<file path="src/rtl/gas_pkg.sv">
// rtl/gas_pkg.sv - shared alarm levels, frame width and threshold defaults
package gas_pkg;

   // Thermometer-coded alarm levels as seen by the house controller
   typedef enum logic [2:0] {
      LVL_CLEAR = 3'b000,
      LVL_LOW   = 3'b001,
      LVL_MED   = 3'b011,
      LVL_HIGH  = 3'b111
   } level_t;

   localparam int          FRAME_W_DEF = 12;
   localparam logic [11:0] TH_LOW_DEF  = 12'h100;
   localparam logic [11:0] TH_MED_DEF  = 12'h400;
   localparam logic [11:0] TH_HIGH_DEF = 12'h800;
   localparam int          CONFIRM_DEF = 2;

endpackage

</file>
<file path="src/rtl/gas_detector_sensor_if.sv">
// rtl/gas_detector_sensor_if.sv - serial sensor input and alarm level output bundle
interface gas_detector_sensor_if;

   logic       din;
   logic [2:0] dout;

   modport master (output din, input dout);
   modport slave  (input din, output dout);

endinterface

</file>
<file path="src/rtl/gas_level_classifier.sv">
// rtl/gas_level_classifier.sv - combinational frame-to-alarm-level mapping
module gas_level_classifier
   import gas_pkg::*;
#(
   parameter int                 FRAME_W = FRAME_W_DEF,
   parameter logic [FRAME_W-1:0] TH_LOW  = TH_LOW_DEF,
   parameter logic [FRAME_W-1:0] TH_MED  = TH_MED_DEF,
   parameter logic [FRAME_W-1:0] TH_HIGH = TH_HIGH_DEF
) (
   input  logic [FRAME_W-1:0] frame,
   output level_t             level
);

   // Highest threshold wins so overlapping ranges resolve to the most severe level
   always_comb begin
      level = LVL_CLEAR;
      if (frame >= TH_HIGH) begin
         level = LVL_HIGH;
      end else if (frame >= TH_MED) begin
         level = LVL_MED;
      end else if (frame >= TH_LOW) begin
         level = LVL_LOW;
      end
   end

endmodule

</file>
<file path="src/rtl/gas_detector_sensor.sv">
// rtl/gas_detector_sensor.sv - deserialises sensor frames and drives a debounced alarm level
module gas_detector_sensor
   import gas_pkg::*;
#(
   parameter int                 FRAME_W = FRAME_W_DEF,
   parameter logic [FRAME_W-1:0] TH_LOW  = TH_LOW_DEF,
   parameter logic [FRAME_W-1:0] TH_MED  = TH_MED_DEF,
   parameter logic [FRAME_W-1:0] TH_HIGH = TH_HIGH_DEF,
   parameter int                 CONFIRM = CONFIRM_DEF
) (
   input  logic                  clk,
   input  logic                  arst,
   gas_detector_sensor_if.slave  bus
);

   localparam int                CNT_W    = $clog2(FRAME_W);
   localparam logic [CNT_W-1:0]  LAST_BIT = CNT_W'(FRAME_W - 1);
   localparam logic [3:0]        CONF_Q   = 4'(CONFIRM);

   logic [FRAME_W-1:0] seq;
   logic [CNT_W-1:0]   bit_cnt;
   logic [FRAME_W-1:0] frame;
   logic               frame_done;
   level_t             cand;
   level_t             last_cand;
   level_t             dout_q;
   logic [2:0]         agree;
   logic [3:0]         agree_next;

   // The 12th bit is folded in combinationally so the level updates on that same edge
   assign frame      = {seq[FRAME_W-2:0], bus.din};
   assign frame_done = (bit_cnt == LAST_BIT);
   assign agree_next = {1'b0, agree} + 4'd1;
   assign bus.dout   = dout_q;

   gas_level_classifier #(
      .FRAME_W (FRAME_W),
      .TH_LOW  (TH_LOW),
      .TH_MED  (TH_MED),
      .TH_HIGH (TH_HIGH)
   ) u_classifier (
      .frame (frame),
      .level (cand)
   );

   always_ff @(posedge clk or negedge arst) begin
      if (!arst) begin
         seq       <= '0;
         bit_cnt   <= '0;
         dout_q    <= LVL_CLEAR;
         last_cand <= LVL_CLEAR;
         agree     <= '0;
      end else begin
         seq     <= frame;
         bit_cnt <= frame_done ? '0 : bit_cnt + 1'b1;
         if (frame_done) begin
            if (cand == LVL_HIGH) begin
               // Danger level skips debounce entirely
               dout_q    <= LVL_HIGH;
               agree     <= '0;
               last_cand <= LVL_HIGH;
            end else if (cand == last_cand) begin
               if (agree_next <= CONF_Q) begin
                  agree <= agree_next[2:0];
               end
               if (agree_next >= CONF_Q) begin
                  dout_q <= cand;
               end
            end else begin
               agree     <= 3'd1;
               last_cand <= cand;
               if (CONFIRM == 1) begin
                  dout_q <= cand;
               end
            end
         end
      end
   end

endmodule

</file>
<file path="src/flat_wrapper.sv">
// flat-port wrapper written by rule: the top's interface ports become plain ports
module gas_detector_sensor_flat import gas_pkg::*;
#(
   parameter int                 FRAME_W = FRAME_W_DEF,
   parameter logic [FRAME_W-1:0] TH_LOW  = TH_LOW_DEF,
   parameter logic [FRAME_W-1:0] TH_MED  = TH_MED_DEF,
   parameter logic [FRAME_W-1:0] TH_HIGH = TH_HIGH_DEF,
   parameter int                 CONFIRM = CONFIRM_DEF
)
  (clk, arst, bus_din, bus_dout);
  gas_detector_sensor_if bus_i ();
  input  logic clk;
  input  logic arst;
  input wire logic [$bits(bus_i.din)-1:0] bus_din;
  output wire logic [$bits(bus_i.dout)-1:0] bus_dout;
  assign bus_i.din = bus_din;
  assign bus_dout = bus_i.dout;
  gas_detector_sensor #(.FRAME_W(FRAME_W), .TH_LOW(TH_LOW), .TH_MED(TH_MED), .TH_HIGH(TH_HIGH), .CONFIRM(CONFIRM)) u_core (.clk(clk), .arst(arst), .bus(bus_i));
endmodule
</file>
<file path="config.mk">
export PLATFORM = sky130hd
export DESIGN_NAME = gas_detector_sensor_flat
export DESIGN_NICKNAME = d
export VERILOG_FILES = /design/src/rtl/gas_pkg.sv /design/src/rtl/gas_detector_sensor_if.sv /design/src/rtl/gas_level_classifier.sv /design/src/rtl/gas_detector_sensor.sv /design/src/flat_wrapper.sv
export SDC_FILE = /design/constraint.sdc
export NUM_CORES = 1
export LEC_CHECK = 0
export CELL_PAD_IN_SITES_DETAIL_PLACEMENT = 1
export CELL_PAD_IN_SITES_GLOBAL_PLACEMENT = 1
export CORE_MARGIN = 2
export CORE_UTILIZATION = 44
export CTS_BUF_LIST = sky130_fd_sc_hd__clkbuf_8
export DETAILED_ROUTE_END_ITERATION = 16
export PLACE_DENSITY = 0.77
export RECOVER_POWER = 100
export REMOVE_ABC_BUFFERS = 1
export SYNTH_ARGS = -nofsm -noshare
export SYNTH_HDL_FRONTEND = slang
export SYNTH_SLANG_ARGS = --single-unit
</file>
<file path="constraint.sdc">
create_clock -name clk -period 1.5 [get_ports clk]
set_input_delay 0.225 -clock clk [delete_from_list [all_inputs] [get_ports clk]]
set_output_delay 0.225 -clock clk [all_outputs]
set_load 0.1 [all_outputs]
</file>
### Word-level counts from Yosys, hierarchy flattened

Index checks and enable logic that the tools add are counted.

* register bits: 24
* input bits: 3
* word-level logic and storage cells: 34
* output and inout port bits: 3

* eq/ne operators: 5
* order comparisons: 5
* $add $sub $neg: 2
* reduce and logical (&&, ||, !) cells: 5
* muxes and demuxes: 12

Operators with widths (count)
* 2-to-1 mux 3 bit: 9
* >= comparator 12 x 11 -> 1 bit, second input constant: 1
* >= comparator 12 bit, second input constant: 1
* >= comparator 12 x 9 -> 1 bit, second input constant: 1
* adder 3 x 1 -> 4 bit, second input constant: 1
* adder 4 x 1 -> 4 bit, second input constant: 1
* equality test 4 bit, second input constant: 1
* >= comparator 4 x 2 -> 1 bit, second input constant: 1
* less-or-equal comparator 4 x 2 -> 1 bit, second input constant: 1
* 2-to-1 mux 4 bit: 1
* AND reduction 2 bit: 2
* nonzero test 2 bit: 2
* equality test 3 bit: 1
* equality test 3 bit, second input constant: 1
* inequality test 3 x 2 -> 1 bit, second input constant: 1
* AND reduction 3 bit: 1
* 2-to-1 mux 2 bit: 1
* inequality test 2 x 1 -> 1 bit, second input constant: 1
* 2-to-1 mux 1 bit: 1

### Longest topological paths before layout

* depth after elaboration: 7
* depth in mapped cells: 6
* depth with buffers taken out: 6

### Modules after synthesis

Synthesis repeated with hierarchy kept, for this count alone.

* cell total of the unflattened synthesis: 86
* area total of the unflattened synthesis: 977.2 um2

Modules (own cells, without submodules)
* gas_detector_sensor: cells an instance 83, instances 1, area each 959.7 um2
* gas_level_classifier: cells an instance 3, instances 1, area each 17.5 um2

### Worst setup path before layout

Ideal clock, no wire load.

* path kind: register to register
* start point: register u_core.seq[9]
* end point: register u_core.dout_q[2], in the netlist u_core.bus.dout[2]
* library setup time: 0.123 ns
* cell stages (with the launch flop): 6
* arrival: 1.403 ns
* path buffers: 0
* slack: -0.026 ns
* data required time: 1.377 ns
* clock period less this slack: 1.526 ns
* cells stage by stage: dfrtp_1 -> xor2_1 -> or3_1 -> a21oi_4 -> nand3_2 -> a22o_1

* cells in the longest elaborated chain, start to end: 7

RTL lines
* start: declaration: RTL line gas_detector_sensor.sv:20 `logic [FRAME_W-1:0] seq;`
* start signal: assignment: RTL line gas_detector_sensor.sv:54 `seq <= frame;`
* >= comparator 12 x 9 -> 1 bit: RTL line gas_level_classifier.sv:21 `end else if (frame >= TH_LOW) begin`
* 2-to-1 mux 1 bit: RTL line gas_level_classifier.sv:21
* 2-to-1 mux 2 bit: RTL line gas_level_classifier.sv:19 `end else if (frame >= TH_MED) begin`
* 2-to-1 mux 3 bit *: RTL line gas_level_classifier.sv:17 `if (frame >= TH_HIGH) begin`
* equality test 3 bit (on tied branches): RTL line gas_detector_sensor.sv:62, gas_detector_sensor.sv:57
* nonzero test 2 bit (no source line)
* AND reduction 3 bit (no source line)
* end signal: assignment: RTL line gas_detector_sensor.sv:67 `dout_q <= cand;`
* end signal: assignment: RTL line gas_detector_sensor.sv:73 `dout_q <= cand;`
* end: declaration: RTL line gas_detector_sensor.sv:26 `level_t dout_q;`

Every way passes the cells marked *; elsewhere a longest branch is shown, timed or not. The select of a mux whose other input is x is not followed.
A chain may end at the register's enable or synchronous reset.

### Worst setup path after layout

Same ends and word-level chain as after synthesis.

==> flow_metrics.py <==
metrics = {
    "run_status": {
        "status": "complete, but fails checks",
        "violations": "setup timing",
    },
    "power": {
        "power_leakage_nw": 0.5395,
        "power_density_nw_per_um2": 1189,
        "max-vdd-ir-drop_mv": 0.8343,
    },
    "sta": {
        "hold_viol": 0,
        "setup_viol_count_final": 5,
        "period_share": 1.073,
        "slew_viol_final": 0,
        "layout_setup_ws_ns": -0.1097,
        "grt_setup_unrepaired": "yes",
        "clock.fmax_mhz": 621.2,
        "period_needed_ns": 1.610,
        "slew_headroom": 0.6094,
        "worstMarginPinSlew_ns": 0.5860,
        "hold_ws_ns": 0.3517,
        "fin_skew_ns": 0.002992,
    },
    "yosys": {
        "yosys_warnings": 0,
        "synth_most_common_cell": "dfrtp_1",
        "synthAdderAreaFrac": 0.03886,
        "synth_top_family_by_area": "simple AND/OR/NAND/NOR gates",
        "synthMuxAreaShare": 0.02202,
        "post_synth_num_cell_types": 32,
        "yosys.area.top_type": "dfrtp_1",
        "synth_xor_area_frac": 0.02720,
        "synth_ff_type": "dfrtp_1",
        "yosys-top-cells-count": "24 x dfrtp_1, 8 x nand2_1, 7 x nor2_1, 4 x o21ai_0",
        "syn_area_um2": 965.9,
        "synth_top_area_share": 0.6218,
        "async_flop_share": 1.000,
        "synth.area.top_cells": "dfrtp_1 62%, ha_1 3.9%, nand2_1 3.1%, nor2_1 2.7%, nor4_4 2.2%",
        "ys_seq_area_frac": 0.6218,
        "synth-edff-count": 0,
        "syn_inst": 77,
        "syn_area_per_cell_um2": 12.54,
        "ys_seq_elements": 24,
        "synth-simple-area-share": 0.1490,
        "synth_compound_area_frac": 0.1179,
    },
    "critical_path": {
        "cp-start-kind": "flip-flop",
        "required_ns": 1.66,
        "crit_start": "u_core.seq[9]",
        "r2r_start": "u_core.seq[9]",
        "cp_data_arrival_time_ns": 1.77,
        "cp_slowest_cell": "dfrtp_1",
        "cp_cell_sequence": "xor2_1, or3_4, a21oi_4, nand3_2, a22o_1",
        "cp_max_fo": 5,
        "crit_path_max_incr_delay_ns": 0.40,
        "path_class": "reg2reg",
        "endpoint_kind": "flip-flop",
    },
    "clocking": {
        "root_buffer": "clkbuf_8",
        "clk_pin_slew_ns": 0.08,
        "clock_sinks": 24,
        "clock_latency_ns": 0.26,
        "numCtsBuffers": 3,
        "htreeDepth": 1,
        "cts_tree": "built",
        "clockBufferDepth": 2,
    },
    "global_route": {
        "grt_pass1_wl_um": 3505,
        "overflow": 0,
        "grt_pass1_vias": 711,
        "grt_max_degree": 25,
        "antenna_found_initial": 0,
        "grt_use_total": 0.1944,
    },
    "die": {
        "die_area_um2": 2586,
        "core_area_um2": 2022,
        "die_h_um": 50.86,
        "io_pins": 6,
        "rows": 16,
        "initial_utilization": 0.4777,
        "die_x_um": 50.86,
    },
    "detailed_routing": {
        "first_pass_iters": 2,
        "ant_nets": 0,
        "drc": 0,
        "wire_per_inst_um": 16.37,
        "drt-total-wl_um": 1997,
        "drt_iter0_markers": 3,
        "vias": 654,
        "vias_per_cell": 5.361,
    },
    "final_layout": {
        "regArea_um2": 600.6,
        "fillers": 207,
        "diodes": 0,
        "multi_input_area_um2": 374.1,
        "syn_to_final_growth_pct": 24.48,
        "nets": 102,
        "final_util": 0.5947,
        "drive_gt1_frac": 0.3158,
    },
    "placed_design": {
        "port_buffers": 5,
        "gp_congestion": 0.7164,
        "hpwlAfterDp_um": 1348,
        "place_ws_ns": -0.1200,
    },
    "hold_path": {
        "worstHoldPathType": "reg2reg",
        "min_from": "u_core.seq[6]",
    },
    "run": {
        "cap_violations": 0,
    },
}
-- path summary, 6_finish.rpt --
check,cells after the start,endpoint,slack (ns)
max reg2reg,5,u_core.bus.dout[2],-0.11
min,0,u_core.seq[7],0.35
max,5,u_core.bus.dout[2],-0.11
max in group asynchronous,2,u_core.agree[1],0.63
min in group asynchronous,2,u_core.seq[2],0.48
min reg2reg,0,u_core.seq[7],0.35
-- report_power, final --
group          switching, mW  internal [mW]  total, mW
Combinational          0.121         0.0579      0.179
Sequential            0.0208          0.675      0.696
Clock                  0.197          0.356      0.554
-- cell families (layout without fill, tap and decap cells) --
family	Yosys count	count (layout)
buf+inv	4	22
fa+ha+maj	3	3
flops	24	24
xor+xnor	3	3
compound gates	16	16
simple gates	25	25
mux	2	2
-- registers in the layout, indices dropped and copies added (netlist names) --
name and count:
u_core.bus.dout 3, u_core.last_cand 3, u_core.agree 3, u_core.seq 11
u_core.bit_cnt 4
-- worst max-delay path, delay by kind of cell, from the launching register on --
kind,cells,cell delay (ns)
compound gates,2,0.44
flops,1,0.40
xor+xnor,1,0.17
simple gates,2,0.50
-- final cells by class --
type,instances,share of cell area
clock inverter,1,0.02497
tap,27,0.02810
inverter,2,0.006244
sequential,24,0.4995
clock buffer,3,0.03434
timing repair buffer,16,0.09573
multi-input combinational,49,0.3111
-- stage by stage --
stage               instances  area [µm²]  setup TNS, ns  power (mW)
CTS                       119        1214        -0.3230       1.469
detailed placement        115        1125        -0.3219      0.9009
global route              122        1202        -0.7628       1.494
finish                    122        1202        -0.3057       1.429
floorplan                  75       950.9       -0.02595      0.8131
global placement          115        1125       -0.08340      0.8923
-- what timing repair did --
item | 4_1_cts | 5_1_grt
pin swaps | 4 | 3
hold buffers | 0 | 0
setup buffers | 0 | 3
endpoints found under the setup margin | 6 | 6
resized for setup | 3 | 5
-- cell usage in the layout, fill, tap and decap left out, types with 2 or more instances in the layout --
master	instances
a21oi_1	2
buf_4	9
clkbuf_2	3
clkbuf_8	3
dfrtp_1	24
dlygate4sd3_1	2
ha_1	3
inv_1	2
nand2_1	8
nor2_1	6
o21ai_0	3
-- metal layers --
layer | up-vias | wire length, µm | global-route usage | share of wire
met1 | 344 | 913 | 0.2446 | 0.46
li1 | 300 | - | - | -
met2 | 6 | 1012 | 0.3158 | 0.51
met4 | 0 | 32 | 0.1216 | 0.016
met3 | 4 | 39 | 0.02924 | 0.020
met5 | - | 0 | 0 | 0
(Power assumes the default switching activity.)
